[config.mk]
export PLATFORM = sky130hd
export DESIGN_NAME = classifier_feeder
export DESIGN_NICKNAME = d
export VERILOG_FILES = /design/src/rtl/network_pkg.sv /design/src/rtl/sync_fifo.sv /design/src/rtl/classifier_feeder.sv
export SDC_FILE = /design/constraint.sdc
export NUM_CORES = 1
export LEC_CHECK = 0
export ABC_CLOCK_PERIOD_IN_PS = 4800
export BUFFER_PORTS_ARGS = -buffer_cell sky130_fd_sc_hd__buf_2
export CORE_MARGIN = 3
export CORE_UTILIZATION = 30
export CTS_CLUSTER_DIAMETER = 30
export DETAILED_ROUTE_END_ITERATION = 8
export PLACE_DENSITY_LB_ADDON = 0.1
export REMOVE_ABC_BUFFERS = 1
export SLEW_MARGIN = 20
export SYNTH_ARGS = -nofsm -noshare
export SYNTH_HDL_FRONTEND = slang
export SYNTH_SLANG_ARGS = --single-unit
[constraint.sdc]
create_clock -name clk -period 4.8 [get_ports clk]
set_input_delay 0.72 -clock clk [delete_from_list [all_inputs] [get_ports clk]]
set_output_delay 0.72 -clock clk [all_outputs]
set_load 0.05 [all_outputs]
[src/rtl/network_pkg.sv]
// Shared types for the classifier front end: packet payload, feeder FSM states
// and the captured-result record.
package network_pkg;

  typedef struct packed {
    logic [31:0] src_ip;
    logic [31:0] dst_ip;
    logic [15:0] src_port;
    logic [15:0] dst_port;
    logic [7:0]  protocol;
  } packet_s;

  typedef enum logic [2:0] {
    IDLE,
    ISSUE,
    WAIT_BUSY,
    WAIT_DONE,
    OUTPUT,
    DRAIN
  } feeder_state_e;

  // The tag lives in its own TAG_W-wide register next to this record.
  typedef struct packed {
    packet_s first;
    packet_s last;
    logic    timeout;
  } feeder_result_s;

endpackage

[src/rtl/sync_fifo.sv]
// Single-clock FIFO with full/empty flags; a pop makes room for a push in the
// same cycle even when full.
module sync_fifo #(
  parameter int WIDTH = 8,
  parameter int DEPTH = 4
) (
  input  logic             clk,
  input  logic             reset_n,
  input  logic             push,
  input  logic             pop,
  input  logic [WIDTH-1:0] din,
  output logic [WIDTH-1:0] dout,
  output logic             full,
  output logic             empty
);

  localparam int AW = $clog2(DEPTH);

  logic [WIDTH-1:0] mem [DEPTH];
  logic [AW:0]      wr_ptr;
  logic [AW:0]      rd_ptr;
  logic             do_push;
  logic             do_pop;

  assign empty   = (wr_ptr == rd_ptr);
  assign full    = (wr_ptr[AW] != rd_ptr[AW]) && (wr_ptr[AW-1:0] == rd_ptr[AW-1:0]);
  assign do_pop  = pop && !empty;
  assign do_push = push && (!full || do_pop);
  assign dout    = mem[rd_ptr[AW-1:0]];

  always_ff @(posedge clk or negedge reset_n) begin
    if (!reset_n) begin
      wr_ptr <= '0;
      rd_ptr <= '0;
    end else begin
      if (do_push) wr_ptr <= wr_ptr + 1'b1;
      if (do_pop)  rd_ptr <= rd_ptr + 1'b1;
    end
  end

  always_ff @(posedge clk) begin
    if (do_push) mem[wr_ptr[AW-1:0]] <= din;
  end

endmodule

[src/rtl/classifier_feeder.sv]
// Buffers tagged 5-tuple packets, issues them one at a time to the rule
// classifier, supervises it with a timeout and returns results in order.
module classifier_feeder
  import network_pkg::*;
#(
  parameter int FIFO_DEPTH = 4,
  parameter int TAG_W      = 8,
  parameter int TIMEOUT    = 1024
) (
  input  logic             clk,
  input  logic             reset_n,
  input  logic             in_valid,
  output logic             in_ready,
  input  logic [31:0]      in_src_ip,
  input  logic [31:0]      in_dst_ip,
  input  logic [15:0]      in_src_port,
  input  logic [15:0]      in_dst_port,
  input  logic [7:0]       in_protocol,
  output logic             cls_input_is_valid,
  output logic [31:0]      cls_src_ip,
  output logic [31:0]      cls_dst_ip,
  output logic [15:0]      cls_src_port,
  output logic [15:0]      cls_dst_port,
  output logic [7:0]       cls_protocol,
  input  logic             cls_ready_to_process,
  input  logic [31:0]      cls_first_src_ip,
  input  logic [31:0]      cls_first_dst_ip,
  input  logic [15:0]      cls_first_src_port,
  input  logic [15:0]      cls_first_dst_port,
  input  logic [7:0]       cls_first_protocol,
  input  logic [31:0]      cls_last_src_ip,
  input  logic [31:0]      cls_last_dst_ip,
  input  logic [15:0]      cls_last_src_port,
  input  logic [15:0]      cls_last_dst_port,
  input  logic [7:0]       cls_last_protocol,
  output logic             res_valid,
  input  logic             res_ready,
  output logic [TAG_W-1:0] res_tag,
  output logic [31:0]      res_first_src_ip,
  output logic [31:0]      res_first_dst_ip,
  output logic [15:0]      res_first_src_port,
  output logic [15:0]      res_first_dst_port,
  output logic [7:0]       res_first_protocol,
  output logic [31:0]      res_last_src_ip,
  output logic [31:0]      res_last_dst_ip,
  output logic [15:0]      res_last_src_port,
  output logic [15:0]      res_last_dst_port,
  output logic [7:0]       res_last_protocol,
  output logic             res_timeout,
  output logic             timeout_sticky
);

  localparam int TCW = $clog2(TIMEOUT);

  typedef struct packed {
    packet_s          pkt;
    logic [TAG_W-1:0] tag;
  } entry_t;

  feeder_state_e    state;
  entry_t           fifo_din;
  entry_t           fifo_dout;
  logic             fifo_full;
  logic             fifo_empty;
  logic             push;
  logic             pop;
  logic [TAG_W-1:0] tag_cnt;
  logic [TAG_W-1:0] issue_tag;
  packet_s          issue_pkt;
  packet_s          cls_first;
  packet_s          cls_last;
  feeder_result_s   result;
  logic             drain;
  logic             busy_wait;
  logic [TCW-1:0]   tcnt;

  assign in_ready  = !fifo_full;
  assign push      = in_valid && in_ready;
  assign pop       = (state == IDLE) && !fifo_empty && cls_ready_to_process;
  assign fifo_din  = {in_src_ip, in_dst_ip, in_src_port, in_dst_port, in_protocol, tag_cnt};
  assign cls_first = {cls_first_src_ip, cls_first_dst_ip, cls_first_src_port,
                      cls_first_dst_port, cls_first_protocol};
  assign cls_last  = {cls_last_src_ip, cls_last_dst_ip, cls_last_src_port,
                      cls_last_dst_port, cls_last_protocol};

  sync_fifo #(
    .WIDTH ($bits(entry_t)),
    .DEPTH (FIFO_DEPTH)
  ) u_fifo (
    .clk     (clk),
    .reset_n (reset_n),
    .push    (push),
    .pop     (pop),
    .din     (fifo_din),
    .dout    (fifo_dout),
    .full    (fifo_full),
    .empty   (fifo_empty)
  );

  always_ff @(posedge clk or negedge reset_n) begin
    if (!reset_n) tag_cnt <= '0;
    else if (push) tag_cnt <= tag_cnt + 1'b1;
  end

  // After a timeout the classifier is still busy with the abandoned packet, so
  // the drain flag routes OUTPUT through DRAIN before any new issue.
  always_ff @(posedge clk or negedge reset_n) begin
    if (!reset_n) begin
      state              <= IDLE;
      cls_input_is_valid <= 1'b0;
      issue_pkt          <= '0;
      issue_tag          <= '0;
      result             <= '0;
      res_tag            <= '0;
      res_valid          <= 1'b0;
      timeout_sticky     <= 1'b0;
      drain              <= 1'b0;
      busy_wait          <= 1'b0;
      tcnt               <= '0;
    end else begin
      case (state)
        IDLE: begin
          if (pop) begin
            issue_pkt          <= fifo_dout.pkt;
            issue_tag          <= fifo_dout.tag;
            cls_input_is_valid <= 1'b1;
            state              <= ISSUE;
          end
        end
        ISSUE: begin
          cls_input_is_valid <= 1'b0;
          busy_wait          <= 1'b0;
          state              <= WAIT_BUSY;
        end
        WAIT_BUSY: begin
          if (!cls_ready_to_process) begin
            tcnt  <= '0;
            state <= WAIT_DONE;
          end else if (busy_wait) begin
            cls_input_is_valid <= 1'b1;
            state              <= ISSUE;
          end else begin
            busy_wait <= 1'b1;
          end
        end
        WAIT_DONE: begin
          if (cls_ready_to_process) begin
            result    <= '{first: cls_first, last: cls_last, timeout: 1'b0};
            res_tag   <= issue_tag;
            res_valid <= 1'b1;
            state     <= OUTPUT;
          end else if (tcnt == TCW'(TIMEOUT - 1)) begin
            result         <= '{first: '0, last: '0, timeout: 1'b1};
            res_tag        <= issue_tag;
            res_valid      <= 1'b1;
            timeout_sticky <= 1'b1;
            drain          <= 1'b1;
            state          <= OUTPUT;
          end else begin
            tcnt <= tcnt + 1'b1;
          end
        end
        OUTPUT: begin
          if (res_ready) begin
            res_valid <= 1'b0;
            state     <= drain ? DRAIN : IDLE;
          end
        end
        DRAIN: begin
          if (cls_ready_to_process) begin
            drain <= 1'b0;
            state <= IDLE;
          end
        end
        default: state <= IDLE;
      endcase
    end
  end

  assign cls_src_ip         = issue_pkt.src_ip;
  assign cls_dst_ip         = issue_pkt.dst_ip;
  assign cls_src_port       = issue_pkt.src_port;
  assign cls_dst_port       = issue_pkt.dst_port;
  assign cls_protocol       = issue_pkt.protocol;
  assign res_first_src_ip   = result.first.src_ip;
  assign res_first_dst_ip   = result.first.dst_ip;
  assign res_first_src_port = result.first.src_port;
  assign res_first_dst_port = result.first.dst_port;
  assign res_first_protocol = result.first.protocol;
  assign res_last_src_ip    = result.last.src_ip;
  assign res_last_dst_ip    = result.last.dst_ip;
  assign res_last_src_port  = result.last.src_port;
  assign res_last_dst_port  = result.last.dst_port;
  assign res_last_protocol  = result.last.protocol;
  assign res_timeout        = result.timeout;

endmodule

======== Word level (Yosys, flattened, before mapping) ========
Memory sizes are Yosys's and may differ from the RTL's. A register that Yosys moved wholly into a read port is not among the register bits.
Index checks and enable logic that the tools add are counted.
operators by class
  shifts and indexed selects .............. 0
  bitwise operators ....................... 1
  $add $sub $neg .......................... 4
  multiply operators ...................... 0
  reduce and logical (&&, ||, !) cells .... 26
  eq/ne operators ......................... 20
  divide/modulo/power cells ............... 0
  $lt $le $gt $ge ......................... 0
  muxes and demuxes ....................... 32
operator list
  kind                                           number
  2-to-1 mux 209 bit                             2
  2-to-1 mux 10 bit                              3
  2-to-1 mux 3 bit                               8
  one-hot mux 10 bit (2 select lines)            1
  one-hot mux 3 bit (6 select lines)             1
  2-to-1 mux 8 bit                               2
  != test 2 bit, second input constant           8
  AND reduction 4 bit                            3
  2-to-1 mux 1 bit                               11
  adder 10 x 1 -> 10 bit, second input constant  1
  == test 10 bit, second input constant          1
  nonzero test 2 bit                             5
  adder 8 x 1 -> 8 bit, second input constant    1
  adder 3 x 1 -> 3 bit, second input constant    2
  == test 3 x 2 -> 1 bit, second input constant  2
  == test 3 bit, second input constant           2
  logical AND 1 bit                              6
  != test 3 bit, second input constant           2
  one-hot mux 1 bit (2 select lines)             3
  AND reduction 2 bit                            3
  AND reduction 3 bit                            2
  AND reduction 5 bit                            1
  == test 3 x 1 -> 1 bit, second input constant  1
  == test 3 bit                                  1
  other kinds (9)                                11
storage, ports and cells
  register bits ........................... 249
  word-level logic and storage cells ...... 106
  memories ................................ 1
  memory bits (writable) .................. 448
  input bits .............................. 317
  latch bits .............................. 0
  output and inout bits ................... 325
  bits in read-only memories .............. 0
memory list
  memory      depth  width  read ports  clocked after memory_dff  wr ports  line             text
  u_fifo.mem  4      112    1           1                         1         sync_fifo.sv:19  logic [WIDTH-1:0] mem [DEPTH];

======== Depth between registers and ports, before layout ========
Gate-level depths: netlist of run 1.
  word-level depth ........................ 9
  mapped depth ............................ 7
  mapped depth without buffers ............ 5

======== Modules after synthesis ========
From an unflattened synthesis of run 1, not the netlist that was laid out.
second synthesis, totals
  cells, all modules ...................... 1486
  area, all modules ....................... 29796.1 um^2
modules (own cells, without submodules)
  module             area an instance (um^2)  instances  cells each  seq. area each (um^2)
  sync_fifo          16577.1                  1          629         13603.0
  classifier_feeder  13218.9                  1          857         8883.5

======== Worst setup path before layout of run 1 ========
OpenSTA, ideal clock, no wires.
  path type ............................... register -> register
  start point ............................. register u_fifo.rd_ptr[2]
  end point ............................... memory u_fifo.mem[2][0] (netlist bit) (enable)
  clock period less this slack ............ 4341 ps
  path buffers ............................ 1
  data required time ...................... 4316 ps
  cell stages (with the launch flop) ...... 5
  library setup time ...................... 484 ps
  arrival ................................. 3857 ps
  path slack .............................. 459 ps
  cell sequence ........................... dfrtp_1 -> xnor2_1 -> o31a_1 -> clkbuf_1 -> and2_1
between the ends
  word-level cells in the longest chain between the ends .. 9
  elaborated cells between the ends (all ways) .. 13
  those cells by class .................... eq/ne: 2; mux: 2; reduce/logical: 9
RTL lines
  what                                      line                                      text
  start: declaration                        sync_fifo.sv:21                           logic [AW:0] rd_ptr;
  start signal: assignment                  sync_fifo.sv:37                           if (do_pop) rd_ptr <= rd_ptr + 1'b1;
  == test 3 bit                             sync_fifo.sv:25                           assign empty = (wr_ptr == rd_ptr);
  logical NOT 1 bit                         sync_fifo.sv:27, classifier_feeder.sv:79
  logical AND 1 bit (2 in series)           classifier_feeder.sv:79                   assign pop = (state == IDLE) && !fifo_empty && cls_ready_to_process;
  logical AND 1 bit                         sync_fifo.sv:27                           assign do_pop = pop && !empty;
  logical OR 1 bit                          sync_fifo.sv:28                           assign do_push = push && (!full || do_pop);
  logical AND 1 bit *                       sync_fifo.sv:28
  2-to-1 mux 1 bit *                        sync_fifo.sv:42                           if (do_push) mem[wr_ptr[AW-1:0]] <= din;
  2-to-1 mux 1 bit (not written as such) *  sync_fifo.sv:42
  end: declaration                          sync_fifo.sv:19
Mark *: on every way between the ends. The rest lies on a longest branch, timed or not.

======== Final worst setup path of run 1 ========
  start point ............................. register u_fifo.rd_ptr[1]
  end point ............................... output in_ready
between the ends
  word-level cells in the longest chain between the ends .. 3
RTL lines
  what               line                     text
  == test 2 bit      sync_fifo.sv:26          assign full = (wr_ptr[AW] != rd_ptr[AW]) && (wr_ptr[AW-1:0] == rd_ptr[AW-1:0]);
  logical AND 1 bit  sync_fifo.sv:26
  logical NOT 1 bit  classifier_feeder.sv:77  assign in_ready = !fifo_full;
  end: declaration   classifier_feeder.sv:13  output logic in_ready,
Every way passes these cells.

==> flow_summary_export.csv, run 1 <==
group,metric,value,unit
detailed_routing,routed_wirelength,87500,um
timing,grt_setup_unrepaired,"false",
worst_setup_path,crit_fanout,19,
clocking,cts_buffer_depth,3,
clocking,cts_num_sinks,809,
detailed_routing,dr.pass1.iters,5,
global_routing,grt_max_degree,194,
floorplan,core-area,97300,um2
synthesis,netlist_instances,1485,
pwr,ir_worst_vdd,501,uV
global_routing,antenna_found_initial,40,
worst_setup_path,worstSetupStartpoint,"u_fifo.rd_ptr[1]",
detailed_routing,drc,0,
synthesis,synth_fa_ha_area_share,0.296,%
synthesis,synth-seq-area-share,76.0,%
worst_setup_path,rr_startpoint,"u_fifo.rd_ptr[0]",
worst_setup_path,rr_endpoint,"u_fifo.mem[3][67]",
clocking,post_cts_buffers,0,
timing,final.setup.worst_slack,1.91,ns
worst_setup_path,slowest_stage,"dfrtp_4",
floorplan,initial_core_util,30.4,%
clocking,cts_tree,"yes",
worst_setup_path,path_buf_inv,1,
worst_setup_path,crit_path_start_kind,"flop",
synthesis,yosysTopAreaCell,"edfxtp_1",
pwr,power_density,877,nW/um2
clocking,post_cts_resize_count,0,
finish,drive_gt1_share,50.8,%
timing,layout_min_cycle_time,2.89,ns
placed_design,place_hpwl,55600,um
worst_setup_path,rrSetupSlack,2.00,ns
run_status,status,"finished, final reports clean",
placed_design,dp_slack,1.85,ns
floorplan,rows,114,
floorplan,die-height,320,um
detailed_routing,ant_nets,0,
detailed_routing,dr_total_vias,17400,
finish,area_growth,39.7,%
clocking,worstSkewPairLatency,0.74,ns
worst_setup_path,worstPathCellList,"xnor2_1, nand3_1, buf_2",
detailed_routing,first_iter_violations,1046,
worst_setup_path,worstRegToRegCells,4,
synthesis,synthFlopType,"edfxtp_1",
synthesis,avgSynthCellArea,19.9,um2
clocking,clockRootBuffer,"clkbuf_16",
global_routing,gr-total-overflow,0,
worst_setup_path,critical-path-top-delay-family,"flip-flops",
finish,finalInstanceArea,41300,um2
synthesis,synth.distinct_cells,55,
synthesis,synth_seq_cells,809,
finish,fillCellCount,8791,
synthesis,synth_mux_area_share,13.2,%
worst_setup_path,setup.worst_path.end_class,"output pin",
timing,final-hold-violation-count,0,
floorplan,die_area,102000,um2
pwr,p_leak,17.0,nW
clocking,htreeDepth,4,
synthesis,yosys.area_share.simple,1.30,%
synthesis,async_flop_share,44.6,%
hold_path,hp-class,"in -> async",
placed_design,port_buffers,641,
timing,slew_viol_final,0,
timing,clock.fmax,0.346,GHz
timing,slew_headroom,30.4,%
synthesis,synth_top_area_share,45.4,%
synthesis,synth-xor-area-share,0.503,%
synthesis,synth_area,29600,um2
finish,finalNonFillerCells,3716,
timing,tightest_slew,1.04,ns
placed_design,placed_area,34400,um2
synthesis,synth_top_family_by_area,"multiplexers",
clocking,numCtsBuffers,193,
synthesis,ys_warn_count,0,
worst_setup_path,worst_ep_required_time,4.08,ns
synthesis,synth_compound_area_share,7.17,%
placed_design,dp.cells,3336,
global_routing,grt_pass1_vias,18800,
clocking,clk_pin_slew,0.04,ns
finish,final-seq-area,22500,um2
worst_setup_path,cpPeakStageDelay,0.62,ns
timing,skew,0.0400,ns
finish,nNetsFinal,2579,
synthesis,synth_area_leaders,"edfxtp_1, dfrtp_1, mux4_2, a22o_1, mux2_2",
synthesis,synth-edff-count,448,
detailed_routing,vias_per_cell,4.69,
global_routing,grt_pass1_wl,128000,um
placed_design,gp_congestion,0.821,
floorplan,num_io_pins,642,
worst_setup_path,cp_data_arrival_time,2.17,ns
timing,holdWs,0.0865,ns
worst_setup_path,path_class,"reg -> out",
floorplan,fp.dieW,320,um
timing,period_share,60.2,%
run,maxCapViolCount,0,
timing,final-setup-viol-count,0,
detailed_routing,wl_per_cell,23.6,um
clocking,holdBufCountCts,0,
global_routing,grt_usage,16.9,%
finish,multiInputGateArea,6660,um2
==> flip-flops by register name, indices dropped and copies added, names as in the netlist, 10 cells and up <==
name	cells
cls_dst_ip	32
cls_dst_port	16
cls_src_ip	32
cls_src_port	16
res_first_dst_ip	32
res_first_dst_port	16
res_first_src_ip	32
res_first_src_port	16
res_last_dst_ip	32
res_last_dst_port	16
res_last_src_ip	32
res_last_src_port	16
tcnt	10
u_fifo.mem	448
==> metrics by stage <==
| step | power (mW) | util (%) | TNS (ns) |
|---|---|---|---|
| after floorplan | 19.7 | - | -3344.39 |
| after global placement | 23.0 | 35.3 | 0 |
| after detailed placement | 23.1 | 35.3 | 0 |
| after CTS | 36.9 | 42.5 | 0 |
| after global routing | 37.9 | 42.5 | 0 |
| final | 36.3 | 42.5 | 0 |
==> Yosys cell counts (all sizes together), types with 3 or more instances <==
master,n
edfxtp,448
dfrtp,361
a22o,208
mux2,121
mux4,112
buf,58
clkbuf,31
nand2,16
o21ai,10
a21oi,9
inv,9
nand3,9
xnor2,9
xor2,8
ha,7
nor3,7
and2,5
nor2,5
a31oi,4
nand4,4
o31ai,4
a211oi,3
nor2b,3
o211ai,3
==> kinds of logic after synthesis <==
| family | count (synthesis) |
|---|---|
| buffers and inverters | 99 |
| AOI/OAI and AO/OA | 251 |
| xor gates and xnor gates | 17 |
| DFF | 809 |
| muxes | 234 |
| and+or+nand+nor | 68 |
| adders and majority gates | 7 |
==> final cells by class <==
cell class	instances	share of cell area, %
repair buffers	664	8.62
multi-input cells	577	16.1
well taps	1276	3.86
clock buffers	246	13.0
clock inverters	119	3.85
diodes	15	0.0908
flip-flops and latches	809	54.4
inverters	10	0.0908
==> report_power, final <==
part | total (mW) | internal [mW] | switching [mW]
combinational | 11.8 | 3.62 | 8.18
sequential | 10.9 | 9.83 | 1.09
clock | 13.6 | 9.51 | 4.05
total | 36.3 | 23.0 | 13.3
==> worst max-delay path by stage <==
stage / endpoint / cells past startpoint
floorplan: res_first_dst_ip[0] / 3
global placement: cls_src_ip[3] / 5
detailed placement: cls_dst_port[5] / 5
CTS: in_ready / 3
global route: in_ready / 3
finish: in_ready / 3
==> cell usage in the layout, fill, tap and decap left out, types with 7 or more instances in the layout <==
cell | synthesis | final
o21ai_0 | 10 | 10
diode_2 | 0 | 15
a22o_1 | 208 | 208
edfxtp_1 | 448 | 448
dfrtp_1 | 361 | 359
clkinvlp_4 | 0 | 21
clkbuf_8 | 0 | 27
bufinv_16 | 0 | 31
buf_2 | 46 | 640
xnor2_1 | 9 | 9
inv_1 | 9 | 9
clkinv_1 | 1 | 12
clkinv_2 | 0 | 39
xor2_1 | 8 | 8
clkbuf_16 | 0 | 196
mux2_1 | 12 | 12
mux4_2 | 112 | 112
buf_4 | 0 | 9
clkbuf_1 | 30 | 23
nand3_1 | 9 | 9
a21oi_1 | 9 | 9
mux2_2 | 109 | 109
nand2_1 | 16 | 15
ha_1 | 7 | 7
buf_12 | 0 | 14
==> layer usage <==
layer  vias to the layer above  wire length [um]  part of all wire (%)  track usage (%)
li1                       7609                 -                     -                -
met2                       634             44100                    50             28.6
met3                       194              7450                   8.5             6.85
met4                        34              2720                   3.1             6.76
met5                         -               246                  0.28                0
met1                      8973             33000                    38             19.0
==> worst register-to-register path, stage by stage, from the launching register on <==
cell     delay, ns
dfrtp_4       0.61
xor2_1        0.32
o31a_1        0.44
and2_4        0.62
buf_12        0.40
Power figures use the tool's default switching activity.
==> run 2, diff against run 1 <==
- ABC_CLOCK_PERIOD_IN_PS: 4800 -> 2700
- clock period: 4.8 -> 2.7 ns (I/O delays scaled with it)
==> run 2 against run 1 <==
  * Total power is 80% higher
  * Non-clock buffer count up 362
  * Critical path depth is 2 higher
  * Sequential power rose by 77%
  * Global-route usage is 0.70 points higher
  * Worst hold slack better by 0.21 ns
  * Via count up 7.8%
  * Critical path type unchanged
  * Largest power group unchanged
==> flow_summary_export.csv, run 2 (synthesized netlist as in run 1, its figures left out) <==
group,metric,value,unit
run_status,status,"finished, final reports clean",
finish,layout_commonest_cell,"buf_2",
run,maxCapViolCount,0,
clocking,worstSkewPairLatency,0.76,ns
pwr,p_comb_share,33.7,%
detailed_routing,vias_per_cell,4.62,
floorplan,core-area,97300,um2
floorplan,fp.dieW,320,um
pwr,p_sw,24.2,mW
timing,slew_viol_final,0,
worst_setup_path,worstRegToRegCells,5,
floorplan,num_io_pins,642,
worst_setup_path,rr_startpoint,"state[2]",
pwr,internal-power,41.2,mW
timing,tightest_slew,0.792,ns
timing,skew,0.0477,ns
pwr,p_leak,18.5,nW
global_routing,antenna_found_initial,13,
floorplan,die_area,102000,um2
pwr,power_frac_seq,29.5,%
timing,final-setup-viol-count,0,
clocking,numCtsBuffers,196,
worst_setup_path,rrSetupSlack,0.34,ns
global_routing,grt_pass1_vias,21100,
placed_design,placed_area,34900,um2
timing,period_share,94.0,%
finish,finalInstanceArea,45000,um2
clocking,clockRootBuffer,"clkbuf_16",
placed_design,gp_congestion,0.826,
worst_setup_path,setup.worst_path.end_class,"output pin",
timing,holdWs,0.299,ns
clocking,htreeDepth,4,
global_routing,grt_pass1_wl,135000,um
detailed_routing,dr.pass1.iters,5,
global_routing,grt_usage,17.6,%
worst_setup_path,path_class,"reg -> out",
detailed_routing,wl_per_cell,22.2,um
hold_path,hp-class,"in -> async",
floorplan,initial_core_util,30.4,%
finish,drive_gt1_share,45.4,%
worst_setup_path,crit_path_start_kind,"flop",
global_routing,grt_max_degree,105,
timing,final.setup.worst_slack,0.162,ns
clocking,cts_num_sinks,809,
finish,area_growth,51.9,%
detailed_routing,dr_total_vias,18800,
floorplan,rows,114,
timing,slew_headroom,47.2,%
finish,largest_reg_flops,448,
worst_setup_path,cp_data_arrival_time,2.13,ns
worst_setup_path,cp-endpoint,"in_ready",
pwr,ir_worst_vdd,1040,uV
worst_setup_path,worstSetupStartpoint,"u_fifo.rd_ptr[0]",
finish,nNetsFinal,2944,
worst_setup_path,worst_ep_required_time,2.30,ns
detailed_routing,routed_wirelength,90200,um
placed_design,port_buffers,641,
pwr,p_sw_share,37.0,%
clocking,cts_buffer_depth,3,
clocking,cts_tree,"yes",
detailed_routing,first_iter_violations,1023,
pwr,power_density,1450,nW/um2
worst_setup_path,crit_fanout,7,
pwr,pwr-share-clk,36.8,%
clocking,post_cts_buffers,0,
placed_design,place_hpwl,58300,um
worst_setup_path,rr_endpoint,"cls_dst_ip[0]",
timing,final-hold-violation-count,0,
global_routing,gr-total-overflow,0,
detailed_routing,ant_nets,0,
timing,layout_min_cycle_time,2.54,ns
detailed_routing,drc,0,
timing,clock.fmax,0.394,GHz
floorplan,die-height,320,um
clocking,clk_pin_slew,0.05,ns
finish,final_cell_mix,"buf_2, edfxtp_1, dfrtp_1",
placed_design,dp_slack,0.275,ns
[run 2: cell count changes in the layout (fill, tap and decap cells not counted), sizes merged]
cell         before  now
dlygate4sd3       0  316
buf             664  710
inv              17   28
diode            15    8
clkinv           60   55
bufinv           31   29
clkinvlp         21   20
[run 2: worst min-delay path by stage]
| stage | from | end | cells after the start |
|---|---|---|---|
| global placement | timeout_sticky | timeout_sticky | 1 |
| global route | reset_n | res_tag[4] | 2 |
| detailed placement | timeout_sticky | timeout_sticky | 1 |
| floorplan | reset_n | busy_wait | 0 |
| CTS | reset_n | state[2] | 2 |
| finish | reset_n | cls_input_is_valid | 2 |
[run 2: power groups by stage]
stage	Combinational, mW	Sequential (mW)	Clock [mW]
final	22.0	19.3	24.0
after global routing	23.3	19.7	25.3
after CTS	22.5	19.3	24.6
after detailed placement	22.0	19.5	0
after global placement	22.0	19.4	0
after floorplan	6.53	27.8	0
[run 2: area by class of cell]
cell class / count / area (um2)
clock inverter: 122 / 1670
sequential: 809 / 22500
tap: 1276 / 1600
inverter: 10 / 37.5
antenna: 8 / 20.0
fill: 8520 / 52300
multi-input combinational: 577 / 6670
clock buffer: 246 / 5260
timing repair buffer: 1026 / 7230
[run 2: worst max-delay path, cell delays in order (launching register included)]
cell and delay (ns):
dfrtp_4 0.52, buf_4 0.21, xnor2_1 0.16, buf_4 0.15, nand3_2 0.13, buf_6 0.20
[run 2: layer usage]
metal | global-route usage, % | part of all wire (%) | wire length, um
met5 | 0 | 0.069 | 62
met4 | 8.08 | 4.0 | 3590
met3 | 6.00 | 7.1 | 6430
met2 | 30.1 | 51 | 45600
met1 | 19.9 | 38 | 34600
[run 2: stage by stage]
stage,total power [mW],util (%),instances,TNS [ns]
2_1_floorplan,34.4,-,1396,-5011.48
3_3_place_gp,41.3,35.8,3382,0
3_5_place_dp,41.5,35.8,3382,0
4_1_cts,66.4,46.2,4066,0
5_1_grt,68.3,46.2,4072,0
6_report,65.4,46.2,4074,0
[run 2: timing repair]
action                     4_1_cts  5_1_grt
hold endpoints to repair       688        0
setup endpoints to repair        1        0
gates resized for setup          3        0
hold buffers                   316        0
==> run 3, diff against run 2 <==
- SETUP_SLACK_MARGIN: default -> 0.3
==> run 3 against run 2 <==
  * Global-route usage barely moved
  * Total power rose by 0.40%
  * Register-to-register slack improved by 0.08 ns
  * Worst hold slack improved by 0.0082 ns
  * Via count rose by 0.38%
  * Largest cell class unchanged
  * Largest power group unchanged
==> flow_summary_export.csv, run 3 (synthesized netlist as in run 1, its figures left out) <==
group,metric,value,unit
global_routing,grt_max_degree,105,
finish,layout_commonest_cell,"buf_2",
worst_setup_path,setup.worst_path.end_class,"output pin",
pwr,p_sw,24.3,mW
clocking,worstSkewPairLatency,0.76,ns
finish,final-seq-area,22500,um2
placed_design,place_hpwl,58300,um
clocking,cts_buffer_depth,3,
placed_design,dp.cells,3382,
placed_design,placed_area,34900,um2
pwr,power_frac_seq,29.4,%
worst_setup_path,crit_path_start_kind,"flop",
timing,tightest_slew,0.782,ns
pwr,p_comb_share,34.0,%
finish,nNetsFinal,2952,
detailed_routing,dr_total_vias,18900,
finish,fillCellCount,8520,
run_status,status,"finished, final reports clean",
timing,layout_min_cycle_time,2.30,ns
finish,final_cell_mix,"buf_2, edfxtp_1, dfrtp_1",
pwr,internal-power,41.3,mW
detailed_routing,routed_wirelength,90800,um
placed_design,gp_congestion,0.826,
timing,skew,0.0481,ns
global_routing,grt_usage,17.6,%
worst_setup_path,path_class,"reg -> out",
worst_setup_path,worstRegToRegCells,5,
global_routing,grt_pass1_wl,135000,um
floorplan,rows,114,
floorplan,die-height,320,um
timing,holdWs,0.307,ns
timing,clock.fmax,0.434,GHz
floorplan,initial_core_util,30.4,%
timing,slew_viol_final,0,
floorplan,die_area,102000,um2
timing,final.setup.worst_slack,0.396,ns
finish,finalInstanceArea,45100,um2
worst_setup_path,cp_data_arrival_time,1.90,ns
detailed_routing,first_iter_violations,1132,
worst_setup_path,crit_fanout,2,
clocking,htreeDepth,4,
finish,drive_gt1_share,45.6,%
timing,final-hold-violation-count,0,
timing,slew_headroom,47.9,%
detailed_routing,drc,0,
clocking,clockRootBuffer,"clkbuf_16",
floorplan,num_io_pins,642,
timing,period_share,85.3,%
detailed_routing,dr.pass1.iters,5,
clocking,cts_num_sinks,809,
pwr,ir_worst_vdd,1060,uV
run,maxCapViolCount,0,
hold_path,hp-class,"in -> async",
pwr,p_leak,18.6,nW
finish,multiInputGateArea,6700,um2
timing,final-setup-viol-count,0,
worst_setup_path,worst_ep_required_time,2.30,ns
global_routing,grt_pass1_vias,21200,
clocking,clk_pin_slew,0.05,ns
global_routing,gr-total-overflow,0,
finish,finalNonFillerCells,4082,
global_routing,antenna_found_initial,13,
pwr,p_sw_share,37.0,%
detailed_routing,ant_nets,0,
detailed_routing,wl_per_cell,22.2,um
pwr,pwr-share-clk,36.6,%
pwr,power_density,1450,nW/um2
placed_design,dp_slack,0.275,ns
detailed_routing,vias_per_cell,4.62,
placed_design,port_buffers,641,
finish,largest_reg_flops,448,
clocking,cts_tree,"yes",
finish,area_growth,52.4,%
clocking,numCtsBuffers,196,
timing,grt_setup_unrepaired,"true",
floorplan,fp.dieW,320,um
finish,final_util,46.4,%
floorplan,core-area,97300,um2
[run 3: worst paths after layout]
path / startpoint / end / slack (ns)
worst max-delay path: u_fifo.rd_ptr[0] / in_ready / 0.40
worst min-delay path: reset_n / u_fifo.wr_ptr[1] / 0.31
worst max register to register: state[1] / cls_src_port[1] / 0.42
worst min register to register: timeout_sticky / timeout_sticky / 0.47
max in group asynchronous: reset_n / res_last_src_ip[30] / 1.61
min in group clk: in_dst_ip[29] / u_fifo.mem[2][77] / 0.40
[run 3: timing repair]
| item | CTS | global route |
|---|---|---|
| endpoints found under the hold margin | 688 | 0 |
| endpoints found under the setup margin | 1 | 44 |
| resized for setup | 11 | 1 |
| hold buffers | 316 | 0 |
| buffers inserted | 5 | 2 |
| pin swaps | 1 | 1 |
| cloned | 0 | 1 |
[run 3: area by class of cell]
class                           count  area share [%]
Clock inverter                    122            3.70
Clock buffer                      246            11.7
Multi-Input combinational cell    577            14.9
Tap cell                         1276            3.54
Timing Repair Buffer             1034            16.2
Antenna cell                        8          0.0444
Inverter                           10          0.0832
Sequential cell                   809            49.9
[run 3: through the flow]
step	setup TNS, ns	total power, mW
floorplan	-5011.48	34.4
global placement	0	41.3
detailed placement	0	41.5
CTS	0	66.6
global route	0	68.6
finish	0	65.6
[run 3: power by group through the flow]
stage	Clock, mW	Sequential (mW)	Combinational [mW]
3_3_place_gp	0	19.4	22.0
4_1_cts	24.6	19.3	22.7
2_1_floorplan	0	27.8	6.53
5_1_grt	25.3	19.8	23.5
3_5_place_dp	0	19.5	22.0
6_report	24.0	19.3	22.3
[run 3: critical path, cell delays in order, from the launching register on]
cell,delay (ns)
dfrtp_4,0.48
buf_12,0.13
xnor2_2,0.11
buf_4,0.14
nand3_4,0.10
buf_8,0.19
[run 3: metal layers]
metal  vias up  global-route usage (%)  wire length (um)
met1      9663                    19.9             34700
met3       184                    6.00              6400
met2       667                    30.1             45900
li1       8352                       -                 -
met4        10                    8.08              3650
met5         -                       0                62
